### src/rtl/encoder_8_3_seq_if.sv
// Handshake bundle for the sequential 8-to-3 encoder.
// It carries the request-vector input side and the index-beat output side.
interface encoder_8_3_seq_if;
    logic       in_valid;
    logic       in_ready;
    logic [7:0] in_vec;
    logic       out_valid;
    logic       out_ready;
    logic [2:0] out_idx;
    logic       out_first;
    logic       out_last;
    logic       zero_drop;

    // The encoder itself uses the slave view; a source/sink pair uses the master view.
    modport slave (
        input  in_valid, in_vec, out_ready,
        output in_ready, out_valid, out_idx, out_first, out_last, zero_drop
    );

    modport master (
        output in_valid, in_vec, out_ready,
        input  in_ready, out_valid, out_idx, out_first, out_last, zero_drop
    );
endinterface

### src/rtl/encoder_8_3_seq.sv
// Sequential 8-to-3 encoder: takes a multi-hot vector and emits the index of every
// set bit, lowest first, one per output handshake; all-zero vectors are flagged and dropped.
module encoder_8_3_seq (
    input  logic               clk,
    input  logic               rst_n,
    encoder_8_3_seq_if.slave   bus
);

    typedef enum logic {
        IDLE,
        EMIT
    } state_t;

    state_t     state, state_next;
    logic [7:0] pending, pending_next;
    logic       first_flag, first_next;
    logic       zero_drop, zero_next;
    logic [2:0] idx;
    logic       last;

    // Lowest set bit wins: scan downward so the final hit is the smallest index.
    always_comb begin
        idx = 3'd0;
        for (int i = 7; i >= 0; i--) begin
            if (pending[i]) idx = 3'(i);
        end
    end

    assign last = (pending != 8'd0) && ((pending & (pending - 8'd1)) == 8'd0);

    assign bus.in_ready  = (state == IDLE);
    assign bus.out_valid = (state == EMIT);
    assign bus.out_idx   = idx;
    assign bus.out_first = first_flag;
    assign bus.out_last  = last;
    assign bus.zero_drop = zero_drop;

    always_comb begin
        // NOTE: every signal gets a default before any branch, so no path can infer a latch.
        state_next   = state;
        pending_next = pending;
        first_next   = first_flag;
        zero_next    = 1'b0;

        unique case (state)
            IDLE: begin
                if (bus.in_valid) begin
                    if (bus.in_vec == 8'd0) begin
                        zero_next = 1'b1;
                    end else begin
                        pending_next = bus.in_vec;
                        first_next   = 1'b1;
                        state_next   = EMIT;
                    end
                end
            end
            EMIT: begin
                if (bus.out_ready) begin
                    pending_next = pending & ~(8'd1 << idx);
                    first_next   = 1'b0;
                    if (last) state_next = IDLE;
                end
            end
            default: state_next = IDLE;
        endcase
    end

    always_ff @(posedge clk or negedge rst_n) begin
        if (!rst_n) begin
            state      <= IDLE;
            pending    <= 8'd0;
            first_flag <= 1'b0;
            zero_drop  <= 1'b0;
        end else begin
            // NOTE: non-blocking so all registers update from the same pre-edge values.
            state      <= state_next;
            pending    <= pending_next;
            first_flag <= first_next;
            zero_drop  <= zero_next;
        end
    end

endmodule

### src/flat_wrapper.sv
// flat-port wrapper written by rule: the top's interface ports become plain ports
module encoder_8_3_seq_flat 
  (clk, rst_n, bus_in_valid, bus_in_vec, bus_out_ready, bus_in_ready, bus_out_valid, bus_out_idx, bus_out_first, bus_out_last, bus_zero_drop);
  encoder_8_3_seq_if bus_i ();
  input  logic clk;
  input  logic rst_n;
  input wire logic [$bits(bus_i.in_valid)-1:0] bus_in_valid;
  input wire logic [$bits(bus_i.in_vec)-1:0] bus_in_vec;
  input wire logic [$bits(bus_i.out_ready)-1:0] bus_out_ready;
  output wire logic [$bits(bus_i.in_ready)-1:0] bus_in_ready;
  output wire logic [$bits(bus_i.out_valid)-1:0] bus_out_valid;
  output wire logic [$bits(bus_i.out_idx)-1:0] bus_out_idx;
  output wire logic [$bits(bus_i.out_first)-1:0] bus_out_first;
  output wire logic [$bits(bus_i.out_last)-1:0] bus_out_last;
  output wire logic [$bits(bus_i.zero_drop)-1:0] bus_zero_drop;
  assign bus_i.in_valid = bus_in_valid;
  assign bus_i.in_vec = bus_in_vec;
  assign bus_i.out_ready = bus_out_ready;
  assign bus_in_ready = bus_i.in_ready;
  assign bus_out_valid = bus_i.out_valid;
  assign bus_out_idx = bus_i.out_idx;
  assign bus_out_first = bus_i.out_first;
  assign bus_out_last = bus_i.out_last;
  assign bus_zero_drop = bus_i.zero_drop;
  encoder_8_3_seq u_core (.clk(clk), .rst_n(rst_n), .bus(bus_i));
endmodule
### config.mk
export PLATFORM = sky130hd
export DESIGN_NAME = encoder_8_3_seq_flat
export DESIGN_NICKNAME = d
export VERILOG_FILES = /design/src/rtl/encoder_8_3_seq_if.sv /design/src/rtl/encoder_8_3_seq.sv /design/src/flat_wrapper.sv
export SDC_FILE = /design/constraint.sdc
export NUM_CORES = 1
export LEC_CHECK = 0
export BUFFER_PORTS_ARGS = -buffer_cell sky130_fd_sc_hd__buf_2
export CELL_PAD_IN_SITES_DETAIL_PLACEMENT = 1
export CELL_PAD_IN_SITES_GLOBAL_PLACEMENT = 2
export CORE_ASPECT_RATIO = 1.5
export CORE_UTILIZATION = 27
export CTS_BUF_LIST = sky130_fd_sc_hd__clkbuf_4 sky130_fd_sc_hd__clkbuf_8
export DETAILED_ROUTE_END_ITERATION = 16
export PLACE_DENSITY = 0.89
export SLEW_MARGIN = 20
export SYNTH_ARGS = -nofsm -noshare
export SYNTH_HDL_FRONTEND = slang
export SYNTH_SLANG_ARGS = --single-unit
### constraint.sdc
create_clock -name clk -period 1.85 [get_ports clk]
set_input_delay 0.37 -clock clk [delete_from_list [all_inputs] [get_ports clk]]
set_output_delay 0.37 -clock clk [all_outputs]
set_load 0.1 [all_outputs]
---- Word-level counts from Yosys, hierarchy flattened ----
Index checks and enable logic that the tools add are counted.
Widths: inputs -> output; s select.
word-level totals
  register bits after elaboration ......... 11
  input bits .............................. 12
  output and inout port bits .............. 8
  word-level logic and storage cells ...... 42
operators by class
  add/subtract/negate cells ............... 1
  multiplexer cells ....................... 24
  equal/unequal tests ..................... 3
  bitwise logic cells ..................... 4
  shift operators ......................... 1
  reduce and logical (&&, ||, !) cells .... 5
operators by type and width
  cell                 count
  $mux 3               8
  $mux 8               3
  $and 8x8->8          2
  $logic_not 8->1      2
  $pmux 8 s2           1
  $mux 1               10
  $not 8->8            1
  $reduce_bool 8->1    1
  $shl 1x3->8 const A  1
  $sub 8x1->8 const B  1
  $ne 2x2->1 const B   3
  $pmux 1 s2           2
  $reduce_and 3->1     1
  $logic_and 1x1->1    1
  $not 1->1            1

---- Longest topological paths before layout ----
  depth in word-level cells ............... 13
  mapped depth ............................ 6
  mapped depth without buffers ............ 5

---- Worst setup path after synthesis ----
OpenSTA, ideal clock, no wires.
  kind .................................... register -> output
  start ................................... register u_core.pending[2]
  end ..................................... output port bus_out_last
  required time ........................... 1480 ps
  slack ................................... -1163 ps
  arrival time ............................ 2643 ps
  buffers on the path ..................... 0
  stages on the path, launching flop included .. 6
  cell sequence ........................... dfrtp_1 > or4_4 > or2_4 > a21oi_2 > a21oi_2 > nor2_1
between the ends
  word-level cells in the longest chain between the ends .. 4
  elaborated cells between the ends (all ways) .. 5
  classes of those cells .................. 1 x add/sub; 1 x bitwise; 3 x reduce/logical
RTL lines
  what                      line                   RTL
  start: declaration        encoder_8_3_seq.sv:15  logic [7:0] pending, pending_next;
  start signal: assignment  encoder_8_3_seq.sv:77  pending <= pending_next;
  $sub 8x1->8               encoder_8_3_seq.sv:29  assign last = (pending != 8'd0) && ((pending & (pending - 8'd1)) == 8'd0);
  $and 8x8->8               encoder_8_3_seq.sv:29
  $logic_not 8->1           encoder_8_3_seq.sv:29
  $logic_and 1x1->1 *       encoder_8_3_seq.sv:29
  end: declaration          flat_wrapper.sv:14     output wire logic [$bits(bus_i.out_last)-1:0] bus_out_last;
Every way passes the cells marked *; elsewhere a longest branch is shown, timed or not.

---- Worst setup path after layout ----
  start ................................... register u_core.pending[0]
  end ..................................... output port bus_out_last
Same word-level chain as after synthesis.

==> reports/qor.json <==
{
  "nets_finish": {"value": 130},
  "netlist-cell-type-count": {"value": 30},
  "cts.htree.levels": {"value": 1},
  "critPathCaptureType": {"value": "output pin"},
  "rrSetupSlack": {"value": -0.24, "unit": "ns"},
  "timing.final.max_slew_violations": {"value": 0},
  "crit_path_frequent_cell": {"value": "sky130_fd_sc_hd__a21oi_2"},
  "cp_num_cells": {"value": 6},
  "diodes": {"value": 0},
  "gr-usage-all-layers": {"value": 0.1908},
  "crit_reg_reg_startpoint": {"value": "u_core.pending[0]"},
  "detail_route.drc_violations": {"value": 0},
  "via_per_inst": {"value": 5.379},
  "critPathTopFamily": {"value": "simple AND/OR/NAND/NOR gates"},
  "dieHeight": {"value": 63.21, "unit": "microns"},
  "drive_gt1_frac": {"value": 0.5556},
  "drt_first_pass_iters": {"value": 4},
  "timing.final.crit_period": {"value": 2.315, "unit": "ns"},
  "hold_path.startpoint": {"value": "bus_in_vec[4]"},
  "r2r.worst_path.cells": {"value": 8},
  "die_area": {"value": 2706, "unit": "sq um"},
  "dieWidth": {"value": 42.81, "unit": "microns"},
  "grt_setup_unrepaired": {"value": "true"},
  "worst_setup_path_endpoint": {"value": "bus_out_last"},
  "hold_slack_final": {"value": 0.3063, "unit": "ns"},
  "first_pass_grt_wire_length": {"value": 3.829, "unit": "mm"},
  "synth.yosys.warnings": {"value": 0},
  "place.port_buffers": {"value": 19},
  "min_path_type": {"value": "in2reg"},
  "start_kind": {"value": "flip-flop"},
  "io_pins": {"value": 20},
  "detailroute.via_count": {"value": 753},
  "cp_slowest_cell": {"value": "sky130_fd_sc_hd__or4_4"},
  "maximum_cell_stage_delay_along_the_critical_path": {"value": 0.56, "unit": "ns"},
  "synth_area": {"value": 674.4, "unit": "sq um"},
  "share_of_synthesized_area_occupied_by_flip_flops_and_latches": {"value": 0.4082},
  "cts-buffers-inserted": {"value": 3},
  "coreArea": {"value": 2286, "unit": "sq um"},
  "report.final.setup_viol": {"value": 5},
  "routed_wirelength": {"value": 2.357, "unit": "mm"},
  "initial_utilization": {"value": 0.2950},
  "clock.fmax": {"value": 431.9, "unit": "MHz"},
  "syn_avg_cell_area": {"value": 8.430, "unit": "sq um"},
  "routedWlPerCell": {"value": 16.84, "unit": "microns"},
  "timing.critical_path.cells": {"value": "or4_4 > or2_4 > a21oi_2 > a21oi_2 > nor2_4 > buf_12"},
  "timing.critical_path.from": {"value": "u_core.pending[0]"},
  "grt-ovfl-total": {"value": 0},
  "cap_violations": {"value": 0},
  "tightestPinTransition": {"value": 0.4982, "unit": "ns"},
  "cp.arrival": {"value": 1.95, "unit": "ns"},
  "reg2reg_to": {"value": "u_core.pending[6]"},
  "final_common_cell": {"value": "sky130_fd_sc_hd__nand2_1"},
  "hold-path-cell-count": {"value": 3},
  "cts.clk_slew.worst_paths": {"value": 0.07, "unit": "ns"},
  "synthesis.nets": {"value": 92},
  "clock_insertion_delay_worst_skew": {"value": 0.27, "unit": "ns"},
  "gp_congestion": {"value": 0.7410},
  "pin_count_of_the_biggest_net_entering_global_routing": {"value": 12},
  "finalHoldViolations": {"value": 0},
  "drt-initial-drc-count": {"value": 9},
  "cts_max_path_buffers": {"value": 2},
  "cts_tree": {"value": "yes"},
  "postSynthRegisterBits": {"value": 11},
  "first_global_vias": {"value": 803},
  "timing.setup.critical_path_class": {"value": "reg2out"},
  "mostFrequentLayoutCells": {"value": "sky130_fd_sc_hd__nand2_1, sky130_fd_sc_hd__buf_2, sky130_fd_sc_hd__buf_4"},
  "clock_sink_count": {"value": 11},
  "hpwlAfterDp": {"value": 1.596, "unit": "mm"},
  "crit_buf_inv": {"value": 1},
  "synthCells": {"value": 80},
  "max_slew_margin": {"value": 0.6702},
  "detailedPlace.worstSlack": {"value": -0.1760, "unit": "ns"},
  "violations": {"value": "negative setup slack"},
  "drt_antenna_net_count": {"value": 0},
  "clock_tree.root_cell": {"value": "sky130_fd_sc_hd__clkbuf_4"},
  "critical_path_data_required_time": {"value": 1.48, "unit": "ns"},
  "syn_to_final_growth": {"value": 66.42, "unit": "%"},
  "finalCritPeriodShare": {"value": 1.251},
  "antenna_found_initial": {"value": 0},
  "min_setup_slack_post_route": {"value": -0.4651, "unit": "ns"},
  "critical_path_peak_fanout": {"value": 3},
  "run_status": {"value": "complete, but fails checks"},
  "core.rowCount": {"value": 21},
  "finClkSkew": {"value": 0.003791, "unit": "ns"}
}
cell type report:
type / instances / area, sq um
fillers: 269 / 1164
multi-input cells: 63 / 457.9
repair buffers: 37 / 311.5
flip-flops and latches: 11 / 282.8
clock buffers: 4 / 30.03
well taps: 23 / 28.78
inverters: 2 / 11.26
flip-flops by register name, indices dropped and copies added (netlist names):
signal and cells:
u_core.pending 8, u_core.bus.zero_drop 1, u_core.bus.out_first 1, u_core.bus.out_valid 1
per-layer routing:
metal	share of wire	routed length [microns]	global-route usage
met4	0.030	70	0.1289
met2	0.54	1275	0.3295
met5	0	0	0
met3	0.014	33	0
met1	0.41	976	0.2226
cells by family (layout without fill, tap and decap cells):
logic type               count (synthesis)  count (layout)  share of synthesized area
flip-flops                              11              11                     0.4082
adder cells (fa/ha/maj)                  1               1                    0.01484
AND/OR/NAND/NOR                         41              41                     0.3006
buffers and inverters                    6              43                    0.04082
AO/OA/AOI/OAI                           21              21                     0.2356
tightest hold or removal path: cells and delay by family:
family | cells | cell delay (ns)
buf+inv | 1 | 0.09
simple gates | 2 | 0.09
Yosys cell counts, drive strengths merged:
| master | number | share of area |
|---|---|---|
| nand2 | 16 | 0.089 |
| dfrtp | 11 | 0.41 |
| nor2 | 9 | 0.050 |
| nor3 | 5 | 0.037 |
| a21oi | 4 | 0.041 |
| a22o | 4 | 0.054 |
| a21o | 3 | 0.033 |
| nor4 | 3 | 0.037 |
| o21ai | 3 | 0.022 |
| or2 | 3 | 0.032 |
| buf | 2 | 0.019 |
| clkbuf | 2 | 0.011 |
| inv | 2 | 0.011 |
| nand2b | 2 | 0.019 |
| o21a | 2 | 0.022 |
| a2111oi | 1 | 0.013 |
| a21boi | 1 | 0.011 |
| a221oi | 1 | 0.013 |
| a2bb2oi | 1 | 0.013 |
| a32oi | 1 | 0.013 |
| maj3 | 1 | 0.015 |
| nand3b | 1 | 0.011 |
| nor2b | 1 | 0.0093 |
| or4 | 1 | 0.017 |
metrics by stage:
step	instances	util	setup TNS [ns]	instance area [sq um]
CTS	137	0.4696	-1.236	1074
floorplan	80	-	-0.8899	709.4
global route	140	0.4910	-1.999	1122
global placement	128	0.4078	-0.1323	932.1
finish	140	0.4910	-1.506	1122
detailed placement	128	0.4078	-0.1760	932.1
repair_timing:
item	in CTS	in global routing
setup endpoints to repair	4	7
hold endpoints to repair	11	0
hold buffers	1	0
pin swaps	2	7
cloned	0	0
resized for setup	17	8
setup buffers	4	4
how the worst min path moves through the flow:
stage | end | slack [ns]
after floorplan | u_core.bus.out_first | 0.07
after global placement | u_core.bus.zero_drop | 0.24
after detailed placement | u_core.bus.out_first | 0.25
after CTS | u_core.pending[4] | 0.30
after global routing | u_core.pending[7] | 0.33
final | u_core.pending[4] | 0.31
Power is not shown: default switching activity piles up to over one toggle a cycle in this logic, so the estimate is an artifact.
